==> config.mk <==
export PLATFORM = sky130hd
export DESIGN_NAME = mem_access_unit
export DESIGN_NICKNAME = d
export VERILOG_FILES = /design/src/rtl/mem_access_unit.sv
export SDC_FILE = /design/constraint.sdc
export NUM_CORES = 1
export LEC_CHECK = 0
export BUFFER_PORTS_ARGS = -buffer_cell sky130_fd_sc_hd__buf_4
export CORE_ASPECT_RATIO = 0.8
export CORE_UTILIZATION = 51
export CTS_CLUSTER_DIAMETER = 150
export DETAILED_ROUTE_END_ITERATION = 12
export GPL_ROUTABILITY_DRIVEN = 0
export GPL_TIMING_DRIVEN = 0
export PLACE_DENSITY_LB_ADDON = 0.2
export SETUP_SLACK_MARGIN = 0.15
export SYNTH_ARGS = -nofsm -noshare
export SYNTH_HDL_FRONTEND = slang
export SYNTH_SLANG_ARGS = --single-unit
export TNS_END_PERCENT = 50
==> constraint.sdc <==
create_clock -name clk -period 3.6 [get_ports clk]
set_input_delay 0.18 -clock clk [delete_from_list [all_inputs] [get_ports clk]]
set_output_delay 0.18 -clock clk [all_outputs]
set_load 0.02 [all_outputs]
==> src/rtl/mem_access_unit.sv <==
// Load/store access unit: word-aligned byte-enabled memory port,
// splits word-crossing accesses into two back-to-back transactions.
module mem_access_unit #(
  parameter bit ALLOW_MISALIGNED = 1'b1
) (
  input  logic        clk,
  input  logic        rst,
  input  logic        mem_read,
  input  logic        mem_write,
  input  logic [2:0]  funct3,
  input  logic [31:0] addr,
  input  logic [31:0] write_data,
  output logic        stall,
  output logic [31:0] load_data,
  output logic        load_valid,
  output logic        misaligned_err,
  output logic [31:0] dmem_addr,
  output logic        dmem_read,
  output logic        dmem_write,
  output logic [3:0]  dmem_be,
  output logic [31:0] dmem_wdata,
  input  logic [31:0] dmem_rdata
);

  typedef enum logic {IDLE, SECOND} state_t;

  state_t      state_q, state_d;
  logic [31:0] hold_q, hold_d;

  logic        req, is_store, illegal, crossing;
  logic [1:0]  off;
  logic [2:0]  nbytes, rem;
  logic [3:0]  mask;
  logic [7:0]  be_wide;
  logic [63:0] wd_wide;
  logic [31:0] word_addr, rd_lo, rd_hi;

  logic        stall_c, rd_c, wr_c;
  logic [31:0] addr_c, wdata_c;
  logic [3:0]  be_c;
  logic        ld_upd, err_d;
  logic [31:0] ld_raw;

  function automatic logic [31:0] extend(
    input logic [31:0] raw,
    input logic [2:0]  f3
  );
    case (f3)
      3'b000:  return {{24{raw[7]}}, raw[7:0]};
      3'b001:  return {{16{raw[15]}}, raw[15:0]};
      3'b100:  return {24'h0, raw[7:0]};
      3'b101:  return {16'h0, raw[15:0]};
      default: return raw;
    endcase
  endfunction

  assign req      = mem_read | mem_write;
  assign is_store = mem_write;
  assign off      = addr[1:0];

  // Loads: 011/110/111 illegal. Stores: any unsigned form or 011.
  assign illegal = is_store
    ? (funct3[2] | (funct3[1] & funct3[0]))
    : (funct3[1] & (funct3[0] | funct3[2]));

  always_comb begin
    mask   = 4'b1111;
    nbytes = 3'd4;
    case (funct3[1:0])
      2'b00: begin
        mask   = 4'b0001;
        nbytes = 3'd1;
      end
      2'b01: begin
        mask   = 4'b0011;
        nbytes = 3'd2;
      end
      default: begin
        mask   = 4'b1111;
        nbytes = 3'd4;
      end
    endcase
  end

  assign crossing  = ({1'b0, off} + nbytes) > 3'd4;
  assign rem       = 3'd4 - {1'b0, off};
  assign word_addr = {addr[31:2], 2'b00};

  // Low half of each wide vector feeds the first access, high half the second.
  assign be_wide = {4'b0000, mask} << off;
  assign wd_wide = {32'h0, write_data} << {off, 3'b000};
  assign rd_lo   = dmem_rdata >> {off, 3'b000};
  assign rd_hi   = dmem_rdata << {rem, 3'b000};

  always_comb begin
    state_d = state_q;
    hold_d  = hold_q;
    stall_c = 1'b0;
    rd_c    = 1'b0;
    wr_c    = 1'b0;
    addr_c  = 32'h0;
    be_c    = 4'b0000;
    wdata_c = 32'h0;
    ld_upd  = 1'b0;
    ld_raw  = 32'h0;
    err_d   = 1'b0;
    case (state_q)
      IDLE: begin
        if (req) begin
          if (illegal || (crossing && !ALLOW_MISALIGNED)) begin
            err_d = 1'b1;
          end else begin
            addr_c  = word_addr;
            be_c    = be_wide[3:0];
            wdata_c = wd_wide[31:0];
            rd_c    = ~is_store;
            wr_c    = is_store;
            if (crossing) begin
              stall_c = 1'b1;
              state_d = SECOND;
              if (!is_store) hold_d = rd_lo;
            end else if (!is_store) begin
              ld_upd = 1'b1;
              ld_raw = rd_lo;
            end
          end
        end
      end
      SECOND: begin
        addr_c  = word_addr + 32'd4;
        be_c    = be_wide[7:4];
        wdata_c = wd_wide[63:32];
        rd_c    = ~is_store;
        wr_c    = is_store;
        ld_upd  = ~is_store;
        ld_raw  = hold_q | rd_hi;
        state_d = IDLE;
      end
      default: state_d = IDLE;
    endcase
  end

  // Reset silences the memory port at once, even mid-split.
  assign stall      = stall_c & ~rst;
  assign dmem_read  = rd_c & ~rst;
  assign dmem_write = wr_c & ~rst;
  assign dmem_addr  = rst ? 32'h0 : addr_c;
  assign dmem_be    = rst ? 4'b0000 : be_c;
  assign dmem_wdata = rst ? 32'h0 : wdata_c;

  always_ff @(posedge clk or posedge rst) begin
    if (rst) begin
      state_q        <= IDLE;
      hold_q         <= 32'h0;
      load_data      <= 32'h0;
      load_valid     <= 1'b0;
      misaligned_err <= 1'b0;
    end else begin
      state_q        <= state_d;
      hold_q         <= hold_d;
      load_valid     <= ld_upd;
      misaligned_err <= err_d;
      if (ld_upd) load_data <= extend(ld_raw, funct3);
    end
  end

endmodule

==> results.ini <==
[power]
leakagePower_nw=3.52
power_frac_seq_pct=33.6
power_density_nw_per_um2=401
clkPwrFrac_pct=28.5
total_power_mw=3.12
peakVddDrop_v=0.000429
p_int_mw=1.97
switchingPower_mw=1.15
p_comb_share_pct=37.9
p_sw_share_pct=36.8

[detailed_routing]
viasPerCell=6.17
vias=7012
drc_errors=0
dr.first_iter.drc_count=973
post_drt_wl_per_cell_um=18.6
drtPass1Iterations=6
drtAntennaViolNets=0
wl_um=21100

[finish]
mostFrequentLayoutCell=buf_4
finalNonFillerCells=1137
final_cell_mix=208 x buf_4, 122 x nand2_1, 87 x nor2_1
fillers=930
antenna_cells=0
fin_area_sq_um=7770
final_nets=1096
final_layout_size_suffix_gt1_share_pct=28.1
syn_to_final_growth_pct=35.1

[yosys]
avgSynthCellArea_sq_um=7.45
synthTopCellsByArea=dfrtp_1 29%, nand2_1 8.0%, o21ai_0 5.8%
ys_seq_elements=67
synth-main-ff-cell=dfrtp_1
ys_types=61
synth_top_family_by_area=compound AO/OA/AOI/OAI gates
synth_compound_area_share_pct=26.4
yosysTopAreaCellShare_pct=29.2
netlist_area_sq_um=5750
synth_top_area_cell=dfrtp_1
seq_area_frac_synth_pct=29.2
yosys.area_share.simple_pct=25.6
synthAdderAreaFrac_pct=1.22
synth_cells=772
synth_edf_count=0
ys_warn_count=0
muxShareOfSynthArea_pct=8.44
synthXorXnorAreaFrac_pct=3.66
async_flop_share_pct=100

[sta]
rsz0062_at_grt=no
finClkSkew_ns=0.00620
fmax_mhz=316
finalSetupTns_ns=0
fin_crit_sh_pct=87.8
timing.final.max_slew_violations=0
period_needed_ns=3.16
finalWorstSetupSlack_ns=0.440
slew_headroom_pct=23.3
setup_viol=0
finalHoldViolations=0
tightest_slew_ns=1.14

[grt]
antenna_found_initial=0
grt_usage_pct=35.8
grt_max_degree=72
grt_pass1_wl_um=32900
grt_pass1_vias=6317
overflow=0

[critical_path]
arrival_ns=3.43
critPathRequiredTime_ns=3.87
cp_max_fo=11
critPathLaunchType=primary input
endpoint_kind=register
crit_type=in -> reg

[placement]
placed_area_sq_um=7470
dp.cells=1121
dp_slack_ns=0.214
numPortBuffers=204
hpwl_um=15900

[clock_tree]
cts_tree=built
cts_setup_buffers=0
htreeDepth=3
clk_latency_ns=0.34
cts.sinks=67
path_clk_slew_ns=0.06
ctsLongestPathBuffers=2
cts-root-buf=clkbuf_16
postCtsHoldBufs=0
cts_made_buffers=9
cts-resized-gates=0

[run_status]
status=finished clean

[floorplan]
rows=34
die_h_um=97.0
core_area_sq_um=10900
die_x_um=121
fp.dieArea_sq_um=11700
io_pins=208
start_util_pct=52.6

[min_path]
hp-class=in -> async

[run]
maxCapViolations=0

[logic make-up (layout without fill, tap and decap cells)]
kind of cell               count (synthesis)  in the layout
AOI/OAI and AO/OA                        240            240
adders and majority gates                  5              5
DFF                                       67             67
xor gates and xnor gates                  24             24
other                                      1              2
buffers and inverters                     75            295
muxes                                     44             44
and+or+nand+nor                          316            316
[stage by stage]
step | hold slack, ns | util (%)
after floorplan | 0.316 | -
after global placement | 0.455 | 68.3
after detailed placement | 0.436 | 68.3
after CTS | 0.0816 | 71.1
after global routing | 0.108 | 71.1
final | 0.0270 | 71.1
[layer usage]
metal / part of all wire [%] / global-route usage (%) / vias up
met3: 14 / 10.8 / 66
met4: 3.3 / 12.4 / 0
met2: 42 / 51.2 / 493
met5: 0 / 0 / -
met1: 41 / 50.9 / 3243
li1: - / - / 3210
[power groups by stage]
stage	sequential (mW)	clock, mW	combinational (mW)
6_report	1.05	0.890	1.18
5_1_grt	1.07	0.922	1.28
4_1_cts	1.04	0.894	1.16
3_5_place_dp	1.05	0	1.16
3_3_place_gp	1.05	0	1.14
2_1_floorplan	1.15	0	0.571
[cells in the mapped netlist (3+ instances only)]
cell type,n
nand3_1,17
and2_1,6
xnor2_1,10
inv_2,4
ha_1,4
clkbuf_1,37
o22a_1,8
nor3_1,16
o221ai_1,7
nand4_1,10
o21ai_1,3
buf_2,13
and4_1,4
inv_1,11
o22ai_1,7
a22oi_1,26
o31ai_1,3
mux2i_1,17
mux2_2,26
dfrtp_1,67
a32oi_1,8
o21ai_0,67
nor2b_1,12
or3_1,5
a31oi_1,14
buf_1,6
nor4_1,4
nand2b_1,15
nor2_1,87
a211o_1,6
nand2_1,122
buf_4,4
and3_1,6
a211oi_1,3
a21oi_1,62
xor2_1,14
o211ai_1,9
[cell type report]
class	instances	area, sq um	area share [%]
clock buffer	9	225	2.90
sequential	67	1680	21.6
buffer	60	256	3.30
clock inverter	7	76.3	0.982
multi-input combinational	631	3760	48.4
inverter	15	58.8	0.757
timing repair buffer	204	1530	19.7
tap	144	180	2.32
[critical path, cell delays in order]
cell and delay, ns:
clkbuf_1 0.18, inv_2 0.21, clkbuf_1 0.53, fa_1 0.50, and2_0 0.19, o211a_1 0.24, buf_2 0.18, nor2_2 0.33
clkbuf_1 0.60, nor2_1 0.16, nor2_1 0.13
[flip-flops by register name (all words and copies together), names as in the netlist]
name and flops:
hold_q 32, load_data 32, load_valid 1, misaligned_err 1, state_q 1
[worst paths after layout]
path | startpoint | to | slack (ns) | cells past startpoint
worst max register to register | state_q | load_data[7] | 1.40 | 7
worst max-delay path | addr[1] | load_data[7] | 0.44 | 11
worst min-delay path | rst | hold_q[21] | 0.03 | 2
max in group asynchronous | rst | load_data[12] | 2.99 | 2
worst min register to register | hold_q[22] | hold_q[22] | 0.48 | 2
min in group clk | dmem_rdata[29] | hold_q[29] | 0.12 | 3
(Power assumes the default switching activity.)
